`src/rtl/alarm_pkg.sv`:
```
// Shared types and limits for the alarm sequencer: FSM state encoding,
// time field widths and the per-slot alarm record.
package alarm_pkg;

  localparam int HOUR_W = 5;
  localparam int MIN_W  = 6;

  localparam logic [HOUR_W-1:0] MAX_HOUR   = 5'd23;
  localparam logic [MIN_W-1:0]  MAX_MINUTE = 6'd59;

  typedef enum logic [1:0] {
    IDLE    = 2'd0,
    RINGING = 2'd1,
    SNOOZE  = 2'd2
  } alarm_state_e;

  typedef struct packed {
    logic              enable;
    logic [HOUR_W-1:0] hours;
    logic [MIN_W-1:0]  minutes;
  } alarm_slot_t;

  function automatic logic time_valid(input logic [HOUR_W-1:0] h,
                                      input logic [MIN_W-1:0]  m);
    return (h <= MAX_HOUR) && (m <= MAX_MINUTE);
  endfunction

endpackage

```
`src/rtl/alarm_time_counter.sv`:
```
// Hour/minute time-of-day counter with load, minute tick and midnight wrap.
// new_minute pulses for one cycle after each tick-driven change only.
module alarm_time_counter
  import alarm_pkg::*;
(
  input  logic              clock,
  input  logic              reset,
  input  logic              min_tick,
  input  logic              set_time,
  input  logic [HOUR_W-1:0] hours,
  input  logic [MIN_W-1:0]  minutes,
  output logic [HOUR_W-1:0] cur_hours,
  output logic [MIN_W-1:0]  cur_minutes,
  output logic              new_minute
);

  logic load_ok;

  assign load_ok = set_time && time_valid(hours, minutes);

  always_ff @(posedge clock) begin
    if (reset) begin
      cur_hours   <= '0;
      cur_minutes <= '0;
      new_minute  <= 1'b0;
    end else begin
      new_minute <= 1'b0;
      if (load_ok) begin
        cur_hours   <= hours;
        cur_minutes <= minutes;
      end else if (min_tick) begin
        new_minute <= 1'b1;
        if (cur_minutes == MAX_MINUTE) begin
          cur_minutes <= '0;
          cur_hours   <= (cur_hours == MAX_HOUR) ? '0 : cur_hours + 5'd1;
        end else begin
          cur_minutes <= cur_minutes + 6'd1;
        end
      end
    end
  end

endmodule

```
`src/rtl/alarm_sequencer.sv`:
```
// Alarm clock sequencer: NUM_SLOTS programmable alarms, ring/auto-stop FSM.
// Define ALARM_SNOOZE_EN to build in the snooze input and SNOOZE state.
module alarm_sequencer
  import alarm_pkg::*;
#(
  parameter  int NUM_SLOTS    = 4,
  parameter  int SNOOZE_MIN   = 5,
  parameter  int RING_MAX_MIN = 10,
  localparam int SLOT_W       = $clog2(NUM_SLOTS)
) (
  input  logic              clock,
  input  logic              reset,
  input  logic              min_tick,
  input  logic              set_time,
  input  logic [HOUR_W-1:0] hours,
  input  logic [MIN_W-1:0]  minutes,
  input  logic              cfg_wr,
  input  logic [SLOT_W-1:0] cfg_slot,
  input  logic [HOUR_W-1:0] cfg_hours,
  input  logic [MIN_W-1:0]  cfg_minutes,
  input  logic              cfg_enable,
  input  logic              snooze,
  input  logic              dismiss,
  output logic [HOUR_W-1:0] cur_hours,
  output logic [MIN_W-1:0]  cur_minutes,
  output logic              alarm_ringing,
  output logic [SLOT_W-1:0] ring_slot
);

  localparam logic [3:0] RING_LAST = 4'(RING_MAX_MIN - 1);

  alarm_state_e      state, state_n;
  logic [3:0]        min_cnt, min_cnt_n;
  logic [SLOT_W-1:0] ring_slot_n;
  logic              new_minute;
  alarm_slot_t       slots [NUM_SLOTS];
  logic              match_any;
  logic [SLOT_W-1:0] match_idx;
  logic              cfg_ok;

  alarm_time_counter u_time (
    .clock       (clock),
    .reset       (reset),
    .min_tick    (min_tick),
    .set_time    (set_time),
    .hours       (hours),
    .minutes     (minutes),
    .cur_hours   (cur_hours),
    .cur_minutes (cur_minutes),
    .new_minute  (new_minute)
  );

  assign cfg_ok = cfg_wr && time_valid(cfg_hours, cfg_minutes);

  // Slot table: an index with no backing slot simply matches no loop entry.
  always_ff @(posedge clock) begin
    if (reset) begin
      for (int i = 0; i < NUM_SLOTS; i++) begin
        slots[i] <= '0;
      end
    end else if (cfg_ok) begin
      for (int i = 0; i < NUM_SLOTS; i++) begin
        if (cfg_slot == SLOT_W'(i)) begin
          slots[i] <= '{enable: cfg_enable, hours: cfg_hours, minutes: cfg_minutes};
        end
      end
    end
  end

  // Scan high-to-low so the lowest matching index is the one left standing.
  always_comb begin
    match_any = 1'b0;
    match_idx = '0;
    for (int i = NUM_SLOTS - 1; i >= 0; i--) begin
      if (slots[i].enable && slots[i].hours == cur_hours &&
          slots[i].minutes == cur_minutes) begin
        match_any = 1'b1;
        match_idx = SLOT_W'(i);
      end
    end
  end

`ifdef ALARM_SNOOZE_EN
  localparam logic [3:0] SNOOZE_LAST = 4'(SNOOZE_MIN - 1);
`else
  logic unused_snooze;
  assign unused_snooze = snooze;
`endif

  always_comb begin
    state_n     = state;
    min_cnt_n   = min_cnt;
    ring_slot_n = ring_slot;
    case (state)
      IDLE: begin
        if (new_minute && match_any) begin
          state_n     = RINGING;
          min_cnt_n   = '0;
          ring_slot_n = match_idx;
        end
      end
      RINGING: begin
        if (dismiss) begin
          state_n = IDLE;
        end
`ifdef ALARM_SNOOZE_EN
        else if (snooze) begin
          state_n   = SNOOZE;
          min_cnt_n = '0;
        end
`endif
        else if (min_tick) begin
          if (min_cnt == RING_LAST) begin
            state_n = IDLE;
          end else begin
            min_cnt_n = min_cnt + 4'd1;
          end
        end
      end
`ifdef ALARM_SNOOZE_EN
      SNOOZE: begin
        if (dismiss) begin
          state_n = IDLE;
        end else if (min_tick) begin
          if (min_cnt == SNOOZE_LAST) begin
            state_n   = RINGING;
            min_cnt_n = '0;
          end else begin
            min_cnt_n = min_cnt + 4'd1;
          end
        end
      end
`endif
      default: state_n = IDLE;
    endcase
  end

  // alarm_ringing is registered from the next state so it tracks state exactly.
  always_ff @(posedge clock) begin
    if (reset) begin
      state         <= IDLE;
      min_cnt       <= '0;
      ring_slot     <= '0;
      alarm_ringing <= 1'b0;
    end else begin
      state         <= state_n;
      min_cnt       <= min_cnt_n;
      ring_slot     <= ring_slot_n;
      alarm_ringing <= (state_n == RINGING);
    end
  end

endmodule
```
`config.mk`:
```
export PLATFORM = sky130hd
export DESIGN_NAME = alarm_sequencer
export DESIGN_NICKNAME = d
export VERILOG_FILES = /design/src/rtl/alarm_pkg.sv /design/src/rtl/alarm_time_counter.sv /design/src/rtl/alarm_sequencer.sv
export SDC_FILE = /design/constraint.sdc
export NUM_CORES = 1
export LEC_CHECK = 0
export ABC_CLOCK_PERIOD_IN_PS = 3800
export CORE_MARGIN = 2
export CORE_UTILIZATION = 40
export CTS_BUF_LIST = sky130_fd_sc_hd__clkbuf_4
export CTS_CLUSTER_DIAMETER = 200
export DETAILED_ROUTE_END_ITERATION = 6
export SYNTH_ARGS = -nofsm -noshare
export SYNTH_HDL_FRONTEND = slang
export SYNTH_SLANG_ARGS = --single-unit
export TNS_END_PERCENT = 50
```
`constraint.sdc`:
```
create_clock -name clock -period 3.8 [get_ports clock]
set_input_delay 0.57 -clock clock [delete_from_list [all_inputs] [get_ports clock]]
set_output_delay 0.57 -clock clock [all_outputs]
set_load 0.005 [all_outputs]
```
After elaboration in Yosys (flattened, before gate mapping)
Memory sizes are Yosys's and may differ from the RTL's. Index checks and enable logic that the tools add are counted.

Flip-flop bits (word level): 21. RAM bits: 48. Input port bits: 32. Memories: 1.

Memory list: slots (depth 4, width 12, read ports 4, clocked after memory_dff 0, write ports 4, line alarm_sequencer.sv:36) `alarm_slot_t slots [NUM_SLOTS];`.

$add $sub $neg: 3. $lt $le $gt $ge: 4. Equal/unequal tests: 20. Mux-type cells: 48. Bitwise gates (word level): 4. Reduce and logical (&&, ||, !) cells: 22.

Operators by type and width (number): $mux 12 (4); $eq 6x6->1 (4); $mux 1 (23); $eq 5x5->1 (4); $mux 5 (4); $mux 6 (3); $mux 2 (8); $mux 4 (4); $logic_and 1x1->1 (13); $le 6x6->1 const B (2); $le 5x5->1 const B (2); $ne 2x2->1 const B (4); $pmux 4 s2 (1); $add 6x1->6 const B (1); $eq 2x1->1 const B (3); $eq 6x6->1 const B (1); $reduce_bool 2->1 (3); $add 5x1->5 const B (1); $eq 5x5->1 const B (1); $reduce_and 5->1 (1); $add 4x1->4 const B (1); $eq 2x2->1 const B (2); $eq 4x4->1 const B (1); $logic_not 2->1 (2); other kinds (4) (8).

Longest topological paths before layout
Word-level depth: 11. Gate-level depth with buffers: 7. Gate-level depth less buffers: 7.

Cells and area by module
Synthesis repeated with hierarchy kept, for this count alone.

Cell total of the unflattened synthesis: 325. Area total of the unflattened synthesis: 3636.0 um^2.

By module, submodules not included: alarm_sequencer (times used 1, cells each 241, area each 2917.8 um^2); alarm_time_counter (times used 1, cells each 84, area each 718.2 um^2).

Least setup slack after synthesis
No wires, ideal clock.

Path kind: input -> register. Start point: in cfg_minutes[4]. End point: mem slots[0][0] (netlist bit) (enable). Library setup time: 0.398 ns. Arrival: 1.737 ns. Required time: 3.402 ns. Slack: 1.665 ns. Cell stages on the path: 3. Buffers on the path: 0. Cell sequence: nand4_1 -> nand4b_1 -> o21ai_0.

RTL lines: from (decl) (line alarm_sequencer.sv:20) `input logic [MIN_W-1:0] cfg_minutes,`; to (decl) (line alarm_sequencer.sv:36).

Final worst setup path
Start point: reg u_time.cur_minutes[0]. End point: reg u_time.cur_hours[4].

Longest elaborated chain between the ends: 3.

RTL lines: from (decl) (line alarm_time_counter.sv:13) `output logic [MIN_W-1:0] cur_minutes,`; from (signal assigned) (line alarm_time_counter.sv:30) `cur_minutes <= minutes;`; from (signal assigned) (line alarm_time_counter.sv:37) `cur_minutes <= cur_minutes + 6'd1;`; $eq 6x6->1 (line alarm_time_counter.sv:33) `if (cur_minutes == MAX_MINUTE) begin`; $reduce_bool 2->1 (no line); $reduce_and 2->1 (no line); to (signal assigned) (line alarm_time_counter.sv:29) `cur_hours <= hours;`; to (signal assigned) (line alarm_time_counter.sv:35) `cur_hours <= (cur_hours == MAX_HOUR) ? '0 : cur_hours + 5'd1;`; to (decl) (line alarm_time_counter.sv:12) `output logic [HOUR_W-1:0] cur_hours,`.

No other way between the ends. A chain may end at the register's enable or synchronous reset.

==> metrics.txt <==
status finished, final reports clean; syn_area_per_cell 11.1 µm²; worst hold start ring_slot[0]$_SDFFE_PP0P_; post-synth top area share 40.7%; Initial Util 41.0%; Core Footprint 0.00864 mm²; post-CTS setup buffer count 0; GP Congestion 0.754; Syn Nets 355; Post-Synth Adder-Cell Area 1.41%; initial antenna violation count 0; Vias per Instance 5.19; IO Count 46; Gates resized, CTS repair 0; Wirelength per Cell 17.1 µm; hold worst-path end ring_slot[0]$_SDFFE_PP0P_; CP required 4130 ps; largest cells by area after synthesis edfxtp_1, dfxtp_1, xnor2_1; largest family of logic cells by synthesized area simple AND/OR/NAND/NOR gates; Netlist cell types 44; number of global-route vias before repair 2396; Clk Latency, worst-skew pair 410 ps; routed wire length 8130 µm; worst hold slack 478 ps; number of CTS-inserted buffers 9; mux cell area share after synthesis 0.600%; clk sinks 69; critical path class register to register; area of the multi-input gates 0.00151 mm²; grt ovf 0; drt drc 0; commonest cells in the netlist and2_1, edfxtp_1, xnor2_1; Leakage 1.40 nW; max cap viols 0; Final Power 1.58 mW; Final #Nets 399; full die area 0.00963 mm²; Filler Cell Count 840; synthesized cell area 0.00354 mm²; PortBufs 44; Max Clk Rate 0.419 GHz; Seq cells post-synth 69; antenna-violating nets left 0; crit-path max FO 9; sequential-to-total area share from yosys stat 52.5%; clock tree root driver cell clkbuf_4; Pre-antenna DRT Iters 4; die height 98.1 µm; via count 2472; post-synth top area cell edfxtp_1; CTS tree built; CTS max path bufs 2; setup TNS 0 ps; CP Launch Type register; Hold WC Path Type register to register; crit path DAT 2720 ps; final setup vio count 0; minimum clock period 2380 ps; GRT Overall Usage 17.5%; Slew Viols, Final 0; P&R area growth vs syn 17.7%; register area 0.00186 mm²; Reg clk slew, reported paths 120 ps; first-pass GRT wire length 12800 µm; CTS H-tree depth 3; compound-cell area share of the yosys netlist 6.67%; ant diodes 0; post-synthesis simple-gate area fraction 22.7%; synthesized instance count 319; pwr dens 380 mW/mm²; synth warn 0; row cnt 34; actual slew at the worst max-slew pin 839 ps; Die W 98.1 µm; CP endpoint kind register; Synth async-reset ratio 0%; share of cells above drive strength 1 7.88%; worst-case reg-to-reg path depth 6; DR iter-0 viols 121; pin count of the biggest net entering global routing 24; r2r setup slk 1420 ps; Post-synth EDFFs 48; Final Hold Fails 0; Synth Flop Type edfxtp_1; hold path cells 2; r2r endpoint u_time.cur_hours[4]$_SDFFE_PP0P_; hold buffers post-CTS 0; Synth Area in XOR/XNOR 11.1%; Slew HR 43.9%; RSZ-0062 raised after global routing false; clock skew 12.1 ps; fin crit share 62.8%; hpwl dp 5720 µm; Peak supply drop 0.191 mV; R2R Path Start u_time.cur_minutes[0]$_SDFFE_PP0P_
## placed cells by master, fill, tap and decap left out, types with 2 or more instances in the layout
cell | Yosys | final
nand3_1 | 8 | 8
clkinvlp_4 | 0 | 2
buf_4 | 0 | 9
dfxtp_1 | 21 | 21
clkbuf_4 | 0 | 9
nor2_1 | 18 | 18
clkinv_1 | 0 | 2
a21oi_1 | 7 | 7
clkdlybuf4s50_1 | 0 | 44
and3_1 | 5 | 5
nand4_1 | 17 | 17
a211oi_1 | 6 | 6
and2_1 | 48 | 48
o21ai_0 | 10 | 10
a311oi_1 | 6 | 6
or4b_1 | 2 | 2
nand2_1 | 17 | 17
nand4b_1 | 3 | 3
inv_1 | 5 | 5
edfxtp_1 | 48 | 48
ha_1 | 4 | 4
nor3_1 | 7 | 7
xnor2_1 | 44 | 44
## layout make-up
| type | instances | area share [%] |
|---|---|---|
| well taps | 108 | 3.24 |
| clock inverters | 7 | 1.59 |
| inverters | 5 | 0.450 |
| flip-flops and latches | 69 | 44.7 |
| clock buffers | 9 | 1.62 |
| repair buffers | 53 | 12.2 |
| multi-input cells | 225 | 36.3 |
## registers in the layout, indices dropped and copies added, names as in the netlist
name / count
u_time.cur_hours: 5
slots: 48
alarm_ringing: 1
u_time.cur_minutes: 6
u_time.new_minute: 1
ring_slot: 2
min_cnt: 4
state: 2
## cell families after synthesis
family          after synthesis
mux                           2
compound gates               36
xor+xnor                     45
buf+inv                      25
other cells                   1
fa+ha+maj                     4
simple gates                137
flops                        69
## worst max path at each step
stage	from	end	slack, ps	cells past startpoint
6_report	u_time.cur_minutes[0]$_SDFFE_PP0P_	u_time.cur_hours[4]$_SDFFE_PP0P_	1420	6
5_1_grt	u_time.cur_minutes[2]$_SDFFE_PP0P_	min_cnt[1]$_SDFFE_PP0P_	1160	6
4_1_cts	u_time.cur_minutes[2]$_SDFFE_PP0P_	min_cnt[1]$_SDFFE_PP0P_	1390	6
3_5_place_dp	min_tick	min_cnt[3]$_SDFFE_PP0P_	1290	7
3_3_place_gp	min_tick	min_cnt[3]$_SDFFE_PP0P_	1310	7
2_1_floorplan	cfg_minutes[4]	slots[0][0]$_SDFFCE_PN0P_	1670	3
## power breakdown
part           internal (mW)  leakage [nW]  switching (mW)  total (mW)
Combinational          0.116         0.695          0.0922       0.208
Clock                  0.196        0.0670           0.277       0.473
Sequential             0.852         0.640          0.0522       0.904
## critical path: stages, from the launching register on
cell      delay, ps
dfxtp_1         630
ha_1            270
nand4_1         120
nor2_2          320
nand2_1         200
or4b_1          520
a311oi_1        250
## through the flow
stage                     setup WS (ps)  area, µm²  utilization, %  std cells
after floorplan                    1670       3540               -        319
after global placement             1310       4040            46.7        460
after detailed placement           1290       4040            46.7        460
after CTS                          1390       4170            48.3        476
after global routing               1160       4170            48.3        476
final                              1420       4170            48.3        476
## routing by layer
layer	wire, µm	share of wire, %	GRT usage (%)	vias up
li1	-	-	-	1221
met4	69	0.85	3.85	0
met1	3640	45	22.6	1176
met2	3960	49	29.3	65
met3	460	5.7	5.08	10
met5	0	0	0	-
(Power assumes the default switching activity.)
